File: src/rtl/clock_mode_controller_pkg.sv
// -----------------------------------------------------------------------------
// clock_mode_controller_pkg
//   Shared definitions for the clock mode controller slice:
//   - mode encodings presented on the mode output and used as FSM states
//   - field widths of the hour/minute/second counters
//   - default moduli and SET-mode timeout
//   - time triple struct and a range-check helper for incoming sync loads
// -----------------------------------------------------------------------------
package clock_mode_controller_pkg;

  // Field widths (binary hour/min/sec)
  localparam int HOUR_W = 5;
  localparam int MIN_W  = 6;
  localparam int SEC_W  = 6;
  localparam int MODE_W = 2;

  // Default moduli and SET-mode inactivity timeout (in ticks)
  localparam int SEC_MOD_DEF     = 60;
  localparam int MIN_MOD_DEF     = 60;
  localparam int HOUR_MOD_DEF    = 24;
  localparam int SET_TIMEOUT_DEF = 30;

  // Mode / FSM state encodings, visible externally on mode_o
  localparam logic [MODE_W-1:0] MODE_RUN      = 2'd0;
  localparam logic [MODE_W-1:0] MODE_SET_HOUR = 2'd1;
  localparam logic [MODE_W-1:0] MODE_SET_MIN  = 2'd2;

  // One complete time value as carried by the sync interface
  typedef struct packed {
    logic [HOUR_W-1:0] hour;
    logic [MIN_W-1:0]  min;
    logic [SEC_W-1:0]  sec;
  } clk_time_t;

  // True when a field value is a legal counter value for the given modulus
  function automatic logic field_in_range(input logic [7:0] value,
                                          input int unsigned modulus);
    return ({24'd0, value} < modulus);
  endfunction

endpackage

File: src/rtl/clock_mode_controller_if.sv
// -----------------------------------------------------------------------------
// clock_mode_controller_if
//   Valid/ready time-load channel between the external synchroniser (master)
//   and the clock mode controller (slave).
//   sync_valid  master->slave  load request, held until accepted
//   sync_hour   master->slave  requested hours
//   sync_min    master->slave  requested minutes
//   sync_sec    master->slave  requested seconds
//   sync_ready  slave->master  high while the controller can accept a load
//   sync_err    slave->master  1-cycle pulse: accepted load had a bad field
// -----------------------------------------------------------------------------
interface clock_mode_controller_if;
  import clock_mode_controller_pkg::*;

  logic              sync_valid;
  logic [HOUR_W-1:0] sync_hour;
  logic [MIN_W-1:0]  sync_min;
  logic [SEC_W-1:0]  sync_sec;
  logic              sync_ready;
  logic              sync_err;

  modport master (
    output sync_valid,
    output sync_hour,
    output sync_min,
    output sync_sec,
    input  sync_ready,
    input  sync_err
  );

  modport slave (
    input  sync_valid,
    input  sync_hour,
    input  sync_min,
    input  sync_sec,
    output sync_ready,
    output sync_err
  );

endinterface

File: src/rtl/clock_mode_controller_mod_n_counter.sv
// -----------------------------------------------------------------------------
// mod_n_counter
//   Modulo-N binary counter used for the seconds, minutes and hours fields.
//   Ports:
//     clk, reset    clock, asynchronous active-high reset (clears to 0)
//     inc_i         advance by one, wrapping N-1 -> 0
//     load_i        load load_val_i (takes priority over inc_i)
//     load_val_i    value to load
//     q_o           current count (registered)
//     wrap_o        count is at N-1, i.e. the next increment wraps; this is a
//                   pure decode of the register so the parent can build the
//                   carry chain without a combinational path through inc_i
// -----------------------------------------------------------------------------
module mod_n_counter #(
  parameter int N = 60,
  parameter int W = 6
) (
  input  logic         clk,
  input  logic         reset,
  input  logic         inc_i,
  input  logic         load_i,
  input  logic [W-1:0] load_val_i,
  output logic [W-1:0] q_o,
  output logic         wrap_o
);

  logic [W-1:0] q_q;
  logic [W-1:0] q_d;
  logic         at_max_s;

  assign at_max_s = (q_q == W'(N - 1));
  assign wrap_o   = at_max_s;
  assign q_o      = q_q;

  // Next count: load beats increment; increment wraps at N-1
  always_comb begin
    q_d = q_q;
    if (load_i) begin
      q_d = load_val_i;
    end else if (inc_i) begin
      if (at_max_s) begin
        q_d = {W{1'b0}};
      end else begin
        q_d = q_q + W'(1);
      end
    end else begin
      q_d = q_q;
    end
  end

  // Count register
  always_ff @(posedge clk or posedge reset) begin
    if (reset) begin
      q_q <= {W{1'b0}};
    end else begin
      q_q <= q_d;
    end
  end

endmodule

File: src/rtl/clock_mode_controller.sv
// -----------------------------------------------------------------------------
// clock_mode_controller
//   Mode and sequencing controller for the sec/min/hour counter chain.
//   RUN advances time on 1 Hz ticks; SET_HOUR / SET_MIN let the user adjust
//   the time with two buttons; a valid/ready channel accepts whole-time loads
//   from the external synchroniser while in RUN.
//   Ports:
//     clk          system clock
//     reset        asynchronous, active-high reset
//     tick_i       1-cycle 1 Hz pulse
//     btn_mode_i   1-cycle pulse: advance mode RUN->SET_HOUR->SET_MIN->RUN
//     btn_inc_i    1-cycle pulse: increment the field being set
//     sync_if      time-load channel (slave side)
//     hour_o       current hours
//     min_o        current minutes
//     sec_o        current seconds
//     mode_o       0=RUN 1=SET_HOUR 2=SET_MIN
//     blink_o      blink phase of the field being set, 0 in RUN
//     day_pulse_o  1-cycle pulse on the 23:59:59 -> 00:00:00 rollover
//   All outputs are registered: an input event in cycle n shows in cycle n+1.
// -----------------------------------------------------------------------------
module clock_mode_controller
  import clock_mode_controller_pkg::*;
#(
  parameter int SEC_MOD     = SEC_MOD_DEF,
  parameter int MIN_MOD     = MIN_MOD_DEF,
  parameter int HOUR_MOD    = HOUR_MOD_DEF,
  parameter int SET_TIMEOUT = SET_TIMEOUT_DEF
) (
  input  logic                   clk,
  input  logic                   reset,
  input  logic                   tick_i,
  input  logic                   btn_mode_i,
  input  logic                   btn_inc_i,
  clock_mode_controller_if.slave sync_if,
  output logic [HOUR_W-1:0]      hour_o,
  output logic [MIN_W-1:0]       min_o,
  output logic [SEC_W-1:0]       sec_o,
  output logic [MODE_W-1:0]      mode_o,
  output logic                   blink_o,
  output logic                   day_pulse_o
);

  localparam int TO_W = $clog2(SET_TIMEOUT + 1);

  // FSM and status registers
  logic [MODE_W-1:0] mode_q,       mode_d;
  logic [TO_W-1:0]   timeout_q,    timeout_d;
  logic              blink_q,      blink_d;
  logic              sync_err_q,   sync_err_d;
  logic              day_pulse_q,  day_pulse_d;
  logic              sync_ready_q, sync_ready_d;

  // Counter controls and observations
  logic              sec_inc_s,  min_inc_s,  hour_inc_s;
  logic              sec_load_s, min_load_s, hour_load_s;
  logic [SEC_W-1:0]  sec_load_val_s;
  logic              sec_wrap_s, min_wrap_s, hour_wrap_s;
  logic [SEC_W-1:0]  sec_val_s;
  logic [MIN_W-1:0]  min_val_s;
  logic [HOUR_W-1:0] hour_val_s;

  // Sync channel decode
  clk_time_t         sync_time_s;
  logic              sync_xfer_s;
  logic              sync_ok_s;

  // Timeout arithmetic
  logic [TO_W-1:0]   timeout_inc_s;
  logic              timeout_hit_s;

  assign sync_time_s = {sync_if.sync_hour, sync_if.sync_min, sync_if.sync_sec};

  // A transfer only happens while ready, and ready is only high in RUN
  assign sync_xfer_s = sync_if.sync_valid & sync_ready_q;

  assign sync_ok_s = field_in_range({3'b000, sync_time_s.hour}, HOUR_MOD) &
                     field_in_range({2'b00,  sync_time_s.min},  MIN_MOD)  &
                     field_in_range({2'b00,  sync_time_s.sec},  SEC_MOD);

  // The tick that would reach SET_TIMEOUT is the one that expires the mode
  assign timeout_inc_s = timeout_q + TO_W'(1);
  assign timeout_hit_s = (timeout_inc_s == TO_W'(SET_TIMEOUT));

  // Mode FSM, time-advance decisions, blink, timeout and sync checks
  always_comb begin
    mode_d         = mode_q;
    timeout_d      = timeout_q;
    blink_d        = blink_q;
    sync_err_d     = 1'b0;
    day_pulse_d    = 1'b0;
    sec_inc_s      = 1'b0;
    min_inc_s      = 1'b0;
    hour_inc_s     = 1'b0;
    sec_load_s     = 1'b0;
    min_load_s     = 1'b0;
    hour_load_s    = 1'b0;
    sec_load_val_s = sync_time_s.sec;

    case (mode_q)
      MODE_RUN: begin
        blink_d   = 1'b0;
        timeout_d = {TO_W{1'b0}};
        // A sync transfer swallows a coincident tick
        if (sync_xfer_s) begin
          if (sync_ok_s) begin
            sec_load_s  = 1'b1;
            min_load_s  = 1'b1;
            hour_load_s = 1'b1;
          end else begin
            sync_err_d  = 1'b1;
          end
        end else if (tick_i) begin
          sec_inc_s   = 1'b1;
          min_inc_s   = sec_wrap_s;
          hour_inc_s  = sec_wrap_s & min_wrap_s;
          day_pulse_d = sec_wrap_s & min_wrap_s & hour_wrap_s;
        end else begin
          sec_inc_s   = 1'b0;
        end
        if (btn_mode_i) begin
          mode_d  = MODE_SET_HOUR;
          blink_d = 1'b1;
        end else begin
          mode_d  = MODE_RUN;
        end
      end

      MODE_SET_HOUR, MODE_SET_MIN: begin
        // Buttons beat tick and timeout; btn_mode beats btn_inc
        if (btn_mode_i) begin
          timeout_d = {TO_W{1'b0}};
          if (mode_q == MODE_SET_HOUR) begin
            mode_d  = MODE_SET_MIN;
            blink_d = 1'b1;
          end else begin
            mode_d         = MODE_RUN;
            blink_d        = 1'b0;
            sec_load_s     = 1'b1;
            sec_load_val_s = {SEC_W{1'b0}};
          end
        end else if (btn_inc_i) begin
          timeout_d = {TO_W{1'b0}};
          blink_d   = 1'b1;
          // No carry between fields while setting
          if (mode_q == MODE_SET_HOUR) begin
            hour_inc_s = 1'b1;
          end else begin
            min_inc_s  = 1'b1;
          end
        end else if (tick_i) begin
          if (timeout_hit_s) begin
            mode_d    = MODE_RUN;
            blink_d   = 1'b0;
            timeout_d = {TO_W{1'b0}};
          end else begin
            blink_d   = ~blink_q;
            timeout_d = timeout_inc_s;
          end
        end else begin
          timeout_d = timeout_q;
        end
      end

      default: begin
        mode_d    = MODE_RUN;
        blink_d   = 1'b0;
        timeout_d = {TO_W{1'b0}};
      end
    endcase
  end

  // Ready is registered from the next mode so it tracks mode_o exactly
  assign sync_ready_d = (mode_d == MODE_RUN);

  // FSM / status registers
  always_ff @(posedge clk or posedge reset) begin
    if (reset) begin
      mode_q       <= MODE_RUN;
      timeout_q    <= {TO_W{1'b0}};
      blink_q      <= 1'b0;
      sync_err_q   <= 1'b0;
      day_pulse_q  <= 1'b0;
      sync_ready_q <= 1'b1;
    end else begin
      mode_q       <= mode_d;
      timeout_q    <= timeout_d;
      blink_q      <= blink_d;
      sync_err_q   <= sync_err_d;
      day_pulse_q  <= day_pulse_d;
      sync_ready_q <= sync_ready_d;
    end
  end

  mod_n_counter #(.N(SEC_MOD), .W(SEC_W)) u_sec (
    .clk        (clk),
    .reset      (reset),
    .inc_i      (sec_inc_s),
    .load_i     (sec_load_s),
    .load_val_i (sec_load_val_s),
    .q_o        (sec_val_s),
    .wrap_o     (sec_wrap_s)
  );

  mod_n_counter #(.N(MIN_MOD), .W(MIN_W)) u_min (
    .clk        (clk),
    .reset      (reset),
    .inc_i      (min_inc_s),
    .load_i     (min_load_s),
    .load_val_i (sync_time_s.min),
    .q_o        (min_val_s),
    .wrap_o     (min_wrap_s)
  );

  mod_n_counter #(.N(HOUR_MOD), .W(HOUR_W)) u_hour (
    .clk        (clk),
    .reset      (reset),
    .inc_i      (hour_inc_s),
    .load_i     (hour_load_s),
    .load_val_i (sync_time_s.hour),
    .q_o        (hour_val_s),
    .wrap_o     (hour_wrap_s)
  );

  assign hour_o             = hour_val_s;
  assign min_o              = min_val_s;
  assign sec_o              = sec_val_s;
  assign mode_o             = mode_q;
  assign blink_o            = blink_q;
  assign day_pulse_o        = day_pulse_q;
  assign sync_if.sync_ready = sync_ready_q;
  assign sync_if.sync_err   = sync_err_q;

endmodule
File: src/flat_wrapper.sv
// flat-port wrapper written by rule: the top's interface ports become plain ports
module clock_mode_controller_flat import clock_mode_controller_pkg::*;
#(
  parameter int SEC_MOD     = SEC_MOD_DEF,
  parameter int MIN_MOD     = MIN_MOD_DEF,
  parameter int HOUR_MOD    = HOUR_MOD_DEF,
  parameter int SET_TIMEOUT = SET_TIMEOUT_DEF
)
  (clk, reset, tick_i, btn_mode_i, btn_inc_i, hour_o, min_o, sec_o, mode_o, blink_o, day_pulse_o, sync_if_sync_valid, sync_if_sync_hour, sync_if_sync_min, sync_if_sync_sec, sync_if_sync_ready, sync_if_sync_err);
  clock_mode_controller_if sync_if_i ();
  input  logic clk;
  input  logic reset;
  input  logic tick_i;
  input  logic btn_mode_i;
  input  logic btn_inc_i;
  output logic [HOUR_W-1:0] hour_o;
  output logic [MIN_W-1:0] min_o;
  output logic [SEC_W-1:0] sec_o;
  output logic [MODE_W-1:0] mode_o;
  output logic blink_o;
  output logic day_pulse_o;
  input wire logic [$bits(sync_if_i.sync_valid)-1:0] sync_if_sync_valid;
  input wire logic [$bits(sync_if_i.sync_hour)-1:0] sync_if_sync_hour;
  input wire logic [$bits(sync_if_i.sync_min)-1:0] sync_if_sync_min;
  input wire logic [$bits(sync_if_i.sync_sec)-1:0] sync_if_sync_sec;
  output wire logic [$bits(sync_if_i.sync_ready)-1:0] sync_if_sync_ready;
  output wire logic [$bits(sync_if_i.sync_err)-1:0] sync_if_sync_err;
  assign sync_if_i.sync_valid = sync_if_sync_valid;
  assign sync_if_i.sync_hour = sync_if_sync_hour;
  assign sync_if_i.sync_min = sync_if_sync_min;
  assign sync_if_i.sync_sec = sync_if_sync_sec;
  assign sync_if_sync_ready = sync_if_i.sync_ready;
  assign sync_if_sync_err = sync_if_i.sync_err;
  clock_mode_controller #(.SEC_MOD(SEC_MOD), .MIN_MOD(MIN_MOD), .HOUR_MOD(HOUR_MOD), .SET_TIMEOUT(SET_TIMEOUT)) u_core (.clk(clk), .reset(reset), .tick_i(tick_i), .btn_mode_i(btn_mode_i), .btn_inc_i(btn_inc_i), .sync_if(sync_if_i), .hour_o(hour_o), .min_o(min_o), .sec_o(sec_o), .mode_o(mode_o), .blink_o(blink_o), .day_pulse_o(day_pulse_o));
endmodule
File: config.mk
export PLATFORM = sky130hd
export DESIGN_NAME = clock_mode_controller_flat
export DESIGN_NICKNAME = d
export VERILOG_FILES = /design/src/rtl/clock_mode_controller_pkg.sv /design/src/rtl/clock_mode_controller_if.sv /design/src/rtl/clock_mode_controller_mod_n_counter.sv /design/src/rtl/clock_mode_controller.sv /design/src/flat_wrapper.sv
export SDC_FILE = /design/constraint.sdc
export NUM_CORES = 1
export LEC_CHECK = 0
export ABC_CLOCK_PERIOD_IN_PS = 3500
export CAP_MARGIN = 20
export CORE_MARGIN = 1
export CORE_UTILIZATION = 44
export DETAILED_ROUTE_END_ITERATION = 8
export HOLD_SLACK_MARGIN = 0.02
export PLACE_DENSITY = 0.69
export SLEW_MARGIN = 20
export SYNTH_ARGS = -nofsm -noshare
export SYNTH_HDL_FRONTEND = slang
export SYNTH_HIERARCHICAL = 1
export SYNTH_SLANG_ARGS = --single-unit
File: constraint.sdc
create_clock -name clk -period 3.5 [get_ports clk]
set_input_delay 0.875 -clock clk [delete_from_list [all_inputs] [get_ports clk]]
set_output_delay 0.875 -clock clk [all_outputs]
set_load 0.03 [all_outputs]
==> reports/summary.log <==
[yosys] Main synth FF type dfrtp_1
[global_routing] maximum number of pins on one net before global-route repair 20
[yosys] fraction of synthesis flops using an asynchronous set or reset pin 1.00
[detailed_routing] number of iterations in the first detailed-routing pass 4
[yosys] net count after synthesis 248
[power] switching portion of total power 0.463
[detailed_routing] detailed-route DRC error count 0
[layout] Final Non-Filler Cells 312
[critical_path] Crit Reg-Reg Endpoint u_core/u_hour/q_o[3]
[critical_path] critical path endpoint u_core/u_hour/q_o[3]
[critical_path] highest net fanout along the worst path 10
[yosys] count of synthesis-stage warnings from yosys 6
[floorplan] placeable core area 4090 sq um
[layout] diodes inserted 0
[global_routing] number of global-route vias before repair 1589
[global_routing] antenna violations before repair 0
[layout] growth of design area from synthesis to finish 28.6%
[clock_tree] clock network latency to the later pin of the worst-skew pair 0.28 ns
[floorplan] Die X 68.0 microns
[yosys] Avg Cell Area, Syn 8.84 sq um
[detailed_routing] first-iteration detailed-routing DRC count 107
[yosys] part of the Yosys area used for sequential elements 0.366
[power] Clock Power Share 0.110
[critical_path] startpoint class of the critical path input pin
[clock_tree] cts repair resizes 0
[timing] setup skew after layout 0.00589 ns
[yosys] number of unique standard cell types used by synthesis 49
[clock_tree] clock tree from TritonCTS done
[place] Placed Cells incl. Taps 308
[power] sequential cell fraction of total power 0.325
[layout] commonest non-fill, non-tap cell in the layout clkdlybuf4s50_1
[critical_path] Worst setup startpoint btn_mode_i
[power] portion of total power attributed to combinational logic 0.565
[floorplan] IO Count 46
[layout] end-of-flow core utilization 0.604
[timing] number of max-slew violations in the final report 0
[detailed_routing] number of routed nets with antenna violations 0
[detailed_routing] total number of vias 1738
[power] power density cells 767 nW/um^2
[place] count of buffers from port buffering 45
[clock_tree] H-Tree Depth 1
[timing] Least-Margin Pin Slew 0.508 ns
[critical_path] Setup crit end kind flop
[critical_path] path type of the worst setup path input pin to flop
[place] HPWL after detailed placement 3.30 mm
[timing] setup repair after global routing missed its margin false
[detailed_routing] DR vias/cell 5.57
[timing] minimum period implied by the final worst setup slack 2.68 ns
[critical_path] logic depth of the worst register-to-register path 8
[detailed_routing] Post-Route WL 4.48 mm
[floorplan] Chip Height 68.0 microns
[layout] nets 294
[layout] highest-count cells in the layout ignoring fill and taps 45 x clkdlybuf4s50_1, 27 x dfrtp_1, 21 x inv_1
[clock_tree] total setup buffers inserted after CTS 0
[detailed_routing] routed length per instance 14.4 microns
[min_path] Hold Path Class flop to flop
[yosys] number of enable flip-flop cells after synthesis 0
[clock_tree] count of hold buffers inserted by post-cts repair 0
[power] Leakage 1.01 nW
[power] worst voltage drop across the vdd grid 0.000359 V
[clock_tree] number of clock sinks 28
[global_routing] overall track demand over capacity in global routing 0.203
[timing] Rel. slew slack 0.661
[yosys] flip-flop and latch count after synthesis 28
[clock_tree] CTS Buf Count 3
[critical_path] Worst Path Required 3.71 ns
[global_routing] overflow left after global routing 0
[timing] number of hold-slack violations in the final timing report 0
[flow_run] number of max-cap violations 0
[critical_path] beginning of the worst register-to-register path u_core/u_sec/q_o[0]
[clock_tree] clock root buffer clkbuf_8
[floorplan] number of cell rows 23
[power] P_int 1.02 mW
[floorplan] Initial Util 0.469
[floorplan] area enclosed by the die boundary 4630 sq um
[outcome] run status finished clean
[timing] setup TNS 0 ns
[yosys] number of instances in the synthesized netlist 217
[clock_tree] Clk pin slew, worst setup/hold paths 0.10 ns
[yosys] cell area after synthesis 1920 sq um
[critical_path] data arrival time of the worst path 2.89 ns
[timing] Max Freq 373 MHz
[clock_tree] number of buffers on the longest clock path 2
[critical_path] reg-to-reg slack, setup 1.05 ns
[timing] fin crit share 0.766
[global_routing] global-route wire length before repair 7.13 mm
[layout] layout cells sized above 1 0.0840
[power] total net switching power 0.876 mW
[timing] setup-violating endpoint count in the final report 0
[power] Pwr Total 1.89 mW
[place] placer's final routability congestion estimate 0.908
how the worst min path moves through the flow:
stage | depth (start not counted) | slack, ns | startpoint | end
after CTS | 2 | 0.57 | u_core/blink_o | u_core/blink_o
after global placement | 2 | 0.53 | u_core/blink_o | u_core/blink_o
after floorplan | 2 | 0.56 | u_core/timeout_q[4] | u_core/timeout_q[4]
after global routing | 2 | 0.60 | u_core/sync_if.sync_ready | u_core/sync_if.sync_err
final | 2 | 0.56 | u_core/blink_o | u_core/blink_o
after detailed placement | 2 | 0.54 | u_core/blink_o | u_core/blink_o
final cells by class:
type / instances / area (sq um)
well taps: 50 / 62.6
fillers: 379 / 1620
repair buffers: 49 / 480
flip-flops and latches: 28 / 702
inverters: 21 / 78.8
clock buffers: 4 / 55.1
multi-input cells: 160 / 1090
per-layer routing:
metal | track usage | routed length (microns) | share of wire
met1 | 0.279 | 2180 | 0.49
met2 | 0.322 | 2050 | 0.46
met3 | 0.0283 | 212 | 0.047
met4 | 0.0703 | 37 | 0.0083
met5 | 0 | 0 | 0
cells in the mapped netlist (2+ instances only):
library cell | instances | share of area
and4_1 | 2 | 0.0091
nand4_1 | 4 | 0.013
nand2b_1 | 8 | 0.026
or3_1 | 3 | 0.0098
nand2_1 | 19 | 0.037
a2bb2oi_1 | 4 | 0.018
clkbuf_1 | 3 | 0.0059
buf_6 | 2 | 0.012
a31oi_1 | 2 | 0.0065
o21ai_0 | 14 | 0.037
nor2b_1 | 4 | 0.013
a41oi_1 | 3 | 0.014
nor2_1 | 12 | 0.023
a21oi_1 | 15 | 0.039
dfrtp_1 | 27 | 0.35
ha_1 | 8 | 0.052
inv_1 | 21 | 0.041
o211ai_2 | 2 | 0.013
buf_1 | 2 | 0.0039
and2_1 | 6 | 0.020
xor2_1 | 2 | 0.0091
nand3_2 | 4 | 0.021
nand3_1 | 10 | 0.026
a32oi_1 | 4 | 0.018
o2bb2ai_1 | 3 | 0.014
o2111ai_1 | 4 | 0.018
nand4b_1 | 2 | 0.0091
mux2i_1 | 6 | 0.031
worst max-delay path, cell delays in order:
cell and delay [ns]:
clkdlybuf4s50_1 0.60, nor2b_4 0.24, nand3_1 0.10, a21oi_1 0.41, nand4_1 0.17, or3_1 0.36, a21oi_1 0.14
state kept, by name (all words and copies together), names as in the netlist:
| name | cells |
|---|---|
| u_core/timeout_q | 5 |
| u_core/day_pulse_o | 1 |
| u_core/u_hour/q_o | 5 |
| u_core/blink_o | 1 |
| u_core/sync_if.sync_ready | 1 |
| u_core/mode_o | 2 |
| u_core/u_min/q_o | 6 |
| u_core/u_sec/q_o | 6 |
| u_core/sync_if.sync_err | 1 |
power groups by stage:
stage,clock [mW],sequential [mW],combinational [mW]
finish,0.208,0.615,1.07
global route,0.226,0.645,1.16
CTS,0.214,0.616,1.07
detailed placement,0,0.621,1.06
global placement,0,0.619,1.05
floorplan,0,0.812,0.483
kinds of logic after synthesis:
group,synth area share
fa+ha+maj,0.0522
flops,0.366
xor+xnor,0.0222
simple gates,0.254
buf+inv,0.0665
mux,0.0372
compound gates,0.202
through the flow:
step	instance area [sq um]	worst slack, ns	hold slack [ns]
3_3_place_gp	2410	0.619	0.533
2_1_floorplan	1920	0.961	0.559
4_1_cts	2470	0.836	0.566
6_report	2470	0.817	0.564
5_1_grt	2470	0.674	0.598
3_5_place_dp	2410	0.529	0.543
Power figures use the tool's default switching activity.
